**src/rtl/bus_reply_unit_pkg.sv**
```systemverilog
// Shared types and constants for the 1801VM1 bus reply unit: state and region-class
// encodings, address-map limits and the byte-lane helper.
package bus_reply_unit_pkg;

  typedef enum logic [2:0] {
    ST_IDLE   = 3'd0,
    ST_WAIT   = 3'd1,
    ST_IOWAIT = 3'd2,
    ST_REPLY  = 3'd3,
    ST_ERROR  = 3'd4,
    ST_HOLD   = 3'd5
  } state_e;

  // One-hot so each select output is a single bit of the latched class.
  typedef enum logic [2:0] {
    CLS_NONE = 3'b000,
    CLS_RAM  = 3'b001,
    CLS_ROM  = 3'b010,
    CLS_IO   = 3'b100
  } cls_e;

  typedef struct packed {
    logic lo;
    logic hi;
  } lanes_t;

  localparam logic [15:0] RAM_TOP = 16'o077777;
  localparam logic [15:0] IO_BASE = 16'o177000;
  localparam int          CNT_W   = 8;

  function automatic lanes_t byte_lanes(input logic wtbt, input logic a0);
    lanes_t l;
    l.lo = !wtbt || !a0;
    l.hi = !wtbt || a0;
    return l;
  endfunction

endpackage

```
**src/rtl/bus_addr_decode.sv**
```systemverilog
// Combinational region classifier and byte-lane decoder; zero latency, no flow control.
// Interrupt-acknowledge reads are always steered to the I/O class.
module bus_addr_decode
  import bus_reply_unit_pkg::*;
(
  input  logic [15:0] addr,
  input  logic        iako,
  input  logic        wtbt,
  output cls_e        cls,
  output lanes_t      lanes
);

  always_comb begin
    cls = CLS_RAM;
    if (iako || (addr >= IO_BASE)) begin
      cls = CLS_IO;
    end else if (addr > RAM_TOP) begin
      cls = CLS_ROM;
    end
    lanes = byte_lanes(wtbt, addr[0]);
  end

endmodule

```
**src/rtl/bus_reply_unit.sv**
```systemverilog
// Bus slave responder: decodes region, drives strobes and RPLY (RAM/ROM: WAIT+2 ce-cycles,
// I/O: 1 ce-cycle after io_ack), times out silent I/O with an error pulse; stalls on ce=0.
module bus_reply_unit
  import bus_reply_unit_pkg::*;
#(
  parameter int RAM_WAIT = 1,
  parameter int ROM_WAIT = 2,
  parameter int TIMEOUT  = 63
) (
  input  logic        clk,
  input  logic        reset,
  input  logic        ce,
  input  logic        SYNC,
  input  logic        DIN,
  input  logic        DOUT,
  input  logic        WTBT,
  input  logic        IAKO,
  input  logic [15:0] addr_i,
  input  logic        io_ack,
  output logic        RPLY,
  output logic        error_o,
  output logic        ram_sel,
  output logic        rom_sel,
  output logic        io_sel,
  output logic        rd,
  output logic        we_lo,
  output logic        we_hi,
  output logic        busy
);

  localparam logic [CNT_W-1:0] RAM_LOAD = CNT_W'(RAM_WAIT);
  localparam logic [CNT_W-1:0] ROM_LOAD = CNT_W'(ROM_WAIT);
  // IOWAIT occupies TIMEOUT ce-cycles before ERROR is entered.
  localparam logic [CNT_W-1:0] TMO_LOAD = CNT_W'(TIMEOUT - 1);

  state_e           state_q, state_d;
  cls_e             cls_q, cls_d;
  lanes_t           lanes_q, lanes_d;
  logic [CNT_W-1:0] cnt_q, cnt_d;
  logic             sync_q, sync_d;

  cls_e             dec_cls;
  lanes_t           dec_lanes;
  logic             xfer;

  bus_addr_decode u_decode (
    .addr  (addr_i),
    .iako  (IAKO),
    .wtbt  (WTBT),
    .cls   (dec_cls),
    .lanes (dec_lanes)
  );

  always_ff @(posedge clk) begin
    if (reset) begin
      state_q <= ST_IDLE;
      cls_q   <= CLS_NONE;
      lanes_q <= '0;
      cnt_q   <= '0;
      sync_q  <= 1'b0;
    end else begin
      state_q <= state_d;
      cls_q   <= cls_d;
      lanes_q <= lanes_d;
      cnt_q   <= cnt_d;
      sync_q  <= sync_d;
    end
  end

  always_comb begin
    state_d = state_q;
    cls_d   = cls_q;
    lanes_d = lanes_q;
    cnt_d   = cnt_q;
    sync_d  = sync_q;
    if (ce) begin
      sync_d = SYNC;
      case (state_q)
        ST_IDLE: begin
          if (SYNC && !sync_q) begin
            cls_d   = dec_cls;
            lanes_d = dec_lanes;
            if (dec_cls == CLS_IO) begin
              state_d = ST_IOWAIT;
              cnt_d   = TMO_LOAD;
            end else begin
              state_d = ST_WAIT;
              cnt_d   = (dec_cls == CLS_ROM) ? ROM_LOAD : RAM_LOAD;
            end
          end
        end
        ST_WAIT: begin
          if (!SYNC) begin
            state_d = ST_IDLE;
          end else if (cnt_q == '0) begin
            state_d = ST_REPLY;
          end else begin
            cnt_d = cnt_q - 1'b1;
          end
        end
        ST_IOWAIT: begin
          // io_ack outranks expiry when both land on the same ce cycle.
          if (!SYNC) begin
            state_d = ST_IDLE;
          end else if (io_ack) begin
            state_d = ST_REPLY;
          end else if (cnt_q == '0) begin
            state_d = ST_ERROR;
          end else begin
            cnt_d = cnt_q - 1'b1;
          end
        end
        ST_REPLY: begin
          if (!SYNC) state_d = ST_IDLE;
        end
        ST_ERROR: begin
          state_d = ST_HOLD;
        end
        ST_HOLD: begin
          if (!SYNC) state_d = ST_IDLE;
        end
        default: begin
          state_d = ST_IDLE;
        end
      endcase
    end
  end

  always_comb begin
    busy    = (state_q != ST_IDLE);
    xfer    = (state_q == ST_WAIT) || (state_q == ST_IOWAIT) || (state_q == ST_REPLY);
    RPLY    = (state_q == ST_REPLY);
    error_o = (state_q == ST_ERROR);
    ram_sel = busy && cls_q[0];
    rom_sel = busy && cls_q[1];
    io_sel  = busy && cls_q[2];
    rd      = xfer && DIN;
    // ROM writes still get a reply but never reach the array.
    we_lo   = xfer && DOUT && lanes_q.lo && !cls_q[1];
    we_hi   = xfer && DOUT && lanes_q.hi && !cls_q[1];
  end

endmodule

```
**config.mk**
```make
export PLATFORM = sky130hd
export DESIGN_NAME = bus_reply_unit
export DESIGN_NICKNAME = d
export VERILOG_FILES = /design/src/rtl/bus_reply_unit_pkg.sv /design/src/rtl/bus_addr_decode.sv /design/src/rtl/bus_reply_unit.sv
export SDC_FILE = /design/constraint.sdc
export NUM_CORES = 1
export LEC_CHECK = 0
export ABC_CLOCK_PERIOD_IN_PS = 2000
export CAP_MARGIN = 0
export CORE_MARGIN = 2
export CORE_UTILIZATION = 47
export CTS_CLUSTER_SIZE = 40
export DETAILED_ROUTE_END_ITERATION = 10
export PLACE_DENSITY = 0.86
export SYNTH_ARGS = -nofsm -noshare
export SYNTH_HDL_FRONTEND = slang
export SYNTH_SLANG_ARGS = --single-unit
```
**constraint.sdc**
```tcl
create_clock -name clk -period 2 [get_ports clk]
set_input_delay 0.6 -clock clk [delete_from_list [all_inputs] [get_ports clk]]
set_output_delay 0.6 -clock clk [all_outputs]
set_load 0.02 [all_outputs]
```
==> out/results.txt <==
The insertion delay of the later-clocked pin in the worst-skew pair was 0.31 ns; the number of flops mapped to enable cells by yosys was 0. The critical-path maximum fanout was 1; the total placed cells including tap cells was 216. The global-route congestion overflow total was 0. On the final layout, the worst clock skew is 0.0100 ns.

The run gives 0.0428 ns as the worst-case setup margin in the final layout. Worst setup slack before clock tree synthesis: -0.774 ns. 0 antenna diodes ended up in the layout. The most area-hungry cell type in the Yosys netlist was sky130_fd_sc_hd__dfxtp_1.

For the final cell count without fillers, the log shows 222. The remaining antenna violation count after routing came out at 0. The tools report the buffer type at the clock tree root as sky130_fd_sc_hd__clkbuf_4. The number of nets in the final layout is 220. The min-delay analysis places its worst path in the category reg -> reg. Counting every instance in the synthesized netlist gives 155.

The tools report the sum of net half-perimeters after detailed placement as 2540 um. For the number of distinct standard cells referenced by the synthesized netlist, the log shows 52. The first TritonRoute pass finished after 4 iterations. For this block, the via count after detailed routing is 1,377. Derived from the worst setup path, the maximum achievable clock frequency is 511 MHz. The initial antenna violation count was 0; the count of final setup violators was 0. The depth of the worst hold-timing path was 2; the yosys synthesis warning count was 0.

For this run, design rule violations remaining after detail routing come to 0. The number of cells on the worst reg-to-reg path is 6. After detailed routing, the average wire length per cell comes to 15.7 um. The relative max-transition margin is 0.638. The worst register-to-register path has a setup slack of 0.07 ns. For this block, the initial DRC count from the detailed router was 37. The start of the worst register-to-register path is state_q[1]. Setup repair after global routing could not meet its margin everywhere.

The clock slew seen by the registers of the worst setup and hold paths was 0.11 ns; the level count of the clock H-tree was 1. The routed design has 3480 um of wire. The run gives 0 as the number of max-cap violations.

The fraction of synthesized cell area taken by the top area cell type came out at 0.280. In this run the power density over the cells is 635 nW/um^2. The required time of the worst setup path is 1.40 ns.

For the floorplan die area, the log shows 3000 um^2. The path with the worst hold slack has its endpoint at cls_q[0]. Worst-case hold slack: 0.463 ns. For this design the top-level I/O count stands at 34. The port buffer count is 25, and the global-route wire length before repair is 5530 um. The run gives 3 as the number of buffers added by the clock tree synthesis step. Leakage dissipation: 0.000624 uW. The via count of the first global-routing pass is 1,243. For the initial core utilization, the log shows 0.494. The most used flip-flop cell after synthesis is sky130_fd_sc_hd__dfxtp_1. The startpoint identified for the worst hold timing path is cls_q[0]. The worst-case IR drop observed on VDD is 0.517 mV. The global placer's final weighted congestion was 0.873; the share of synthesized area occupied by flip-flops and latches was 0.280. The endpoint of the worst register-to-register path was cnt_q[6]. Entering global routing, the biggest net connects 19 pins. The critical path is of the in -> out type. The combined global-route utilization of all metal layers came out at 0.261.

For the finished layout, the period the worst path requires is 1.96 ns. The flow ran to the end, and the final reports show no timing, DRC or antenna violations. The floorplan step set the die width to 54.8 um. The mean post-synth cell area works out to 7.83 um^2. The floorplan has 18 rows. The synthesized netlist occupies a cell area of 1210 um^2. The final period utilization is 0.979, and the routed via count divided by cell count is 6.20.

Counting along the longest clock path gives a buffer depth of 2. The area growth from synthesis to layout is 35.2%. The most common cell after layout, fill and taps aside was sky130_fd_sc_hd__buf_4. The number of synthesized register bits came out at 17. The tools report the max-slew violation count as 0. The fraction of layout instances using a drive strength above 1 is 0.255. TritonCTS built the clock tree.

The top cell types in the final layout, fill and taps aside, are 16 x sky130_fd_sc_hd__buf_4, 15 x sky130_fd_sc_hd__clkdlybuf4s50_1, 14 x sky130_fd_sc_hd__dfxtp_1, 13 x sky130_fd_sc_hd__nor2_1, 10 x sky130_fd_sc_hd__nand2_1. For the number of clock sinks seen by CTS, the log shows 17. STA classifies the critical path endpoint as an output pin. The final count of hold timing violations was 0.

Sorting the synthesized cells by area gives the leading types as sky130_fd_sc_hd__dfxtp_1 28%, sky130_fd_sc_hd__nor2_1 4.3%, sky130_fd_sc_hd__o21ai_0 3.3%, sky130_fd_sc_hd__nand2_1 3.1%, sky130_fd_sc_hd__nor2b_1 3.1%. Counting every net in the synthesized netlist gives 182. The worst setup path is launched from an input pin. At the worst endpoint, the arrival time is 1.36 ns.

From bottom edge to top edge, the die measures 54.8 um. The logs give 2450 um^2 for the core box area and 0 for the total of hold buffers inserted after clock tree synthesis. At the pin with the least slew margin, the transition time is 0.540 ns.

The proportion of synthesized flip-flops having asynchronous set or reset works out to 0.
==> sequential cells by signal, indices dropped and copies added (netlist names) <==
name	flops
lanes_q	2
state_q	3
cnt_q	8
sync_q	1
cls_q	3
==> power breakdown <==
part	total [uW]	internal [uW]	switching, uW
clock	198	74.8	124
sequential	395	368	27.7
combinational	448	207	241
total	1040	649	392
==> timing repair <==
item | in CTS | in global routing
setup endpoints to repair | 16 | 12
resized for setup | 31 | 19
pin swaps | 2 | 0
buffers inserted | 2 | 0
==> routing by layer <==
| layer | vias to the layer above | part of all wire | GRT usage |
|---|---|---|---|
| met5 | - | 0 | 0 |
| met4 | 0 | 0.030 | 0.146 |
| met3 | 13 | 0.077 | 0.0574 |
| met2 | 84 | 0.50 | 0.438 |
| met1 | 622 | 0.39 | 0.302 |
| li1 | 658 | - | - |
==> critical path, cell delays in order <==
cell                              delay [ns]
sky130_fd_sc_hd__clkdlybuf4s50_1        0.45
sky130_fd_sc_hd__nor3b_2                0.13
sky130_fd_sc_hd__buf_2                  0.18
==> through the flow <==
stage / utilization / setup TNS (ns) / power (uW) / area [um^2]
CTS: 0.665 / -0.0115 / 1020 / 1630
global placement: 0.642 / -3.71 / 797 / 1580
global route: 0.668 / -0.0498 / 1100 / 1640
finish: 0.668 / 0 / 1040 / 1640
detailed placement: 0.642 / -4.61 / 818 / 1580
floorplan: - / 0 / 672 / 1210
==> area by class of cell <==
class,instances,area [um^2]
multi-input cells,120,851
fillers,217,815
repair buffers,42,347
flip-flops and latches,17,344
well taps,30,37.5
inverters,9,33.8
clock buffers,3,22.5
clock inverters,1,5.00
==> cells by family (layout without fill, tap and decap cells) <==
family | after synthesis | after routing | share of synthesized area
and+or+nand+nor | 70 | 70 | 0.340
buffers and inverters | 18 | 55 | 0.0588
adders and majority gates | 2 | 2 | 0.0206
xor gates and xnor gates | 2 | 2 | 0.0206
AOI/OAI and AO/OA | 45 | 45 | 0.271
DFF | 17 | 17 | 0.280
muxes | 1 | 1 | 0.00825
==> cells in the mapped netlist (4+ instances only) <==
cell type / n
sky130_fd_sc_hd__nor2b_1: 6
sky130_fd_sc_hd__dfxtp_1: 17
sky130_fd_sc_hd__clkbuf_1: 5
sky130_fd_sc_hd__o31ai_1: 4
sky130_fd_sc_hd__o311ai_0: 4
sky130_fd_sc_hd__nor3b_1: 4
sky130_fd_sc_hd__nor2_1: 14
sky130_fd_sc_hd__o21ai_0: 8
sky130_fd_sc_hd__nand3_1: 4
sky130_fd_sc_hd__a22oi_1: 4
sky130_fd_sc_hd__a21oi_1: 4
sky130_fd_sc_hd__nor3_1: 6
sky130_fd_sc_hd__nor4_1: 4
sky130_fd_sc_hd__inv_1: 9
sky130_fd_sc_hd__nand2_1: 10
==> worst max path at each step <==
| stage | from | cells past startpoint | slack (ns) | end |
|---|---|---|---|---|
| floorplan | state_q[2] | 4 | 0.13 | we_hi |
| global placement | DOUT | 4 | -0.64 | we_lo |
| detailed placement | DOUT | 4 | -0.77 | we_hi |
| CTS | state_q[1] | 4 | -0.01 | error_o |
| global route | SYNC | 6 | -0.05 | cnt_q[6] |
| finish | DIN | 3 | 0.04 | rd |
No activity file was read; power rests on OpenSTA's default activity.
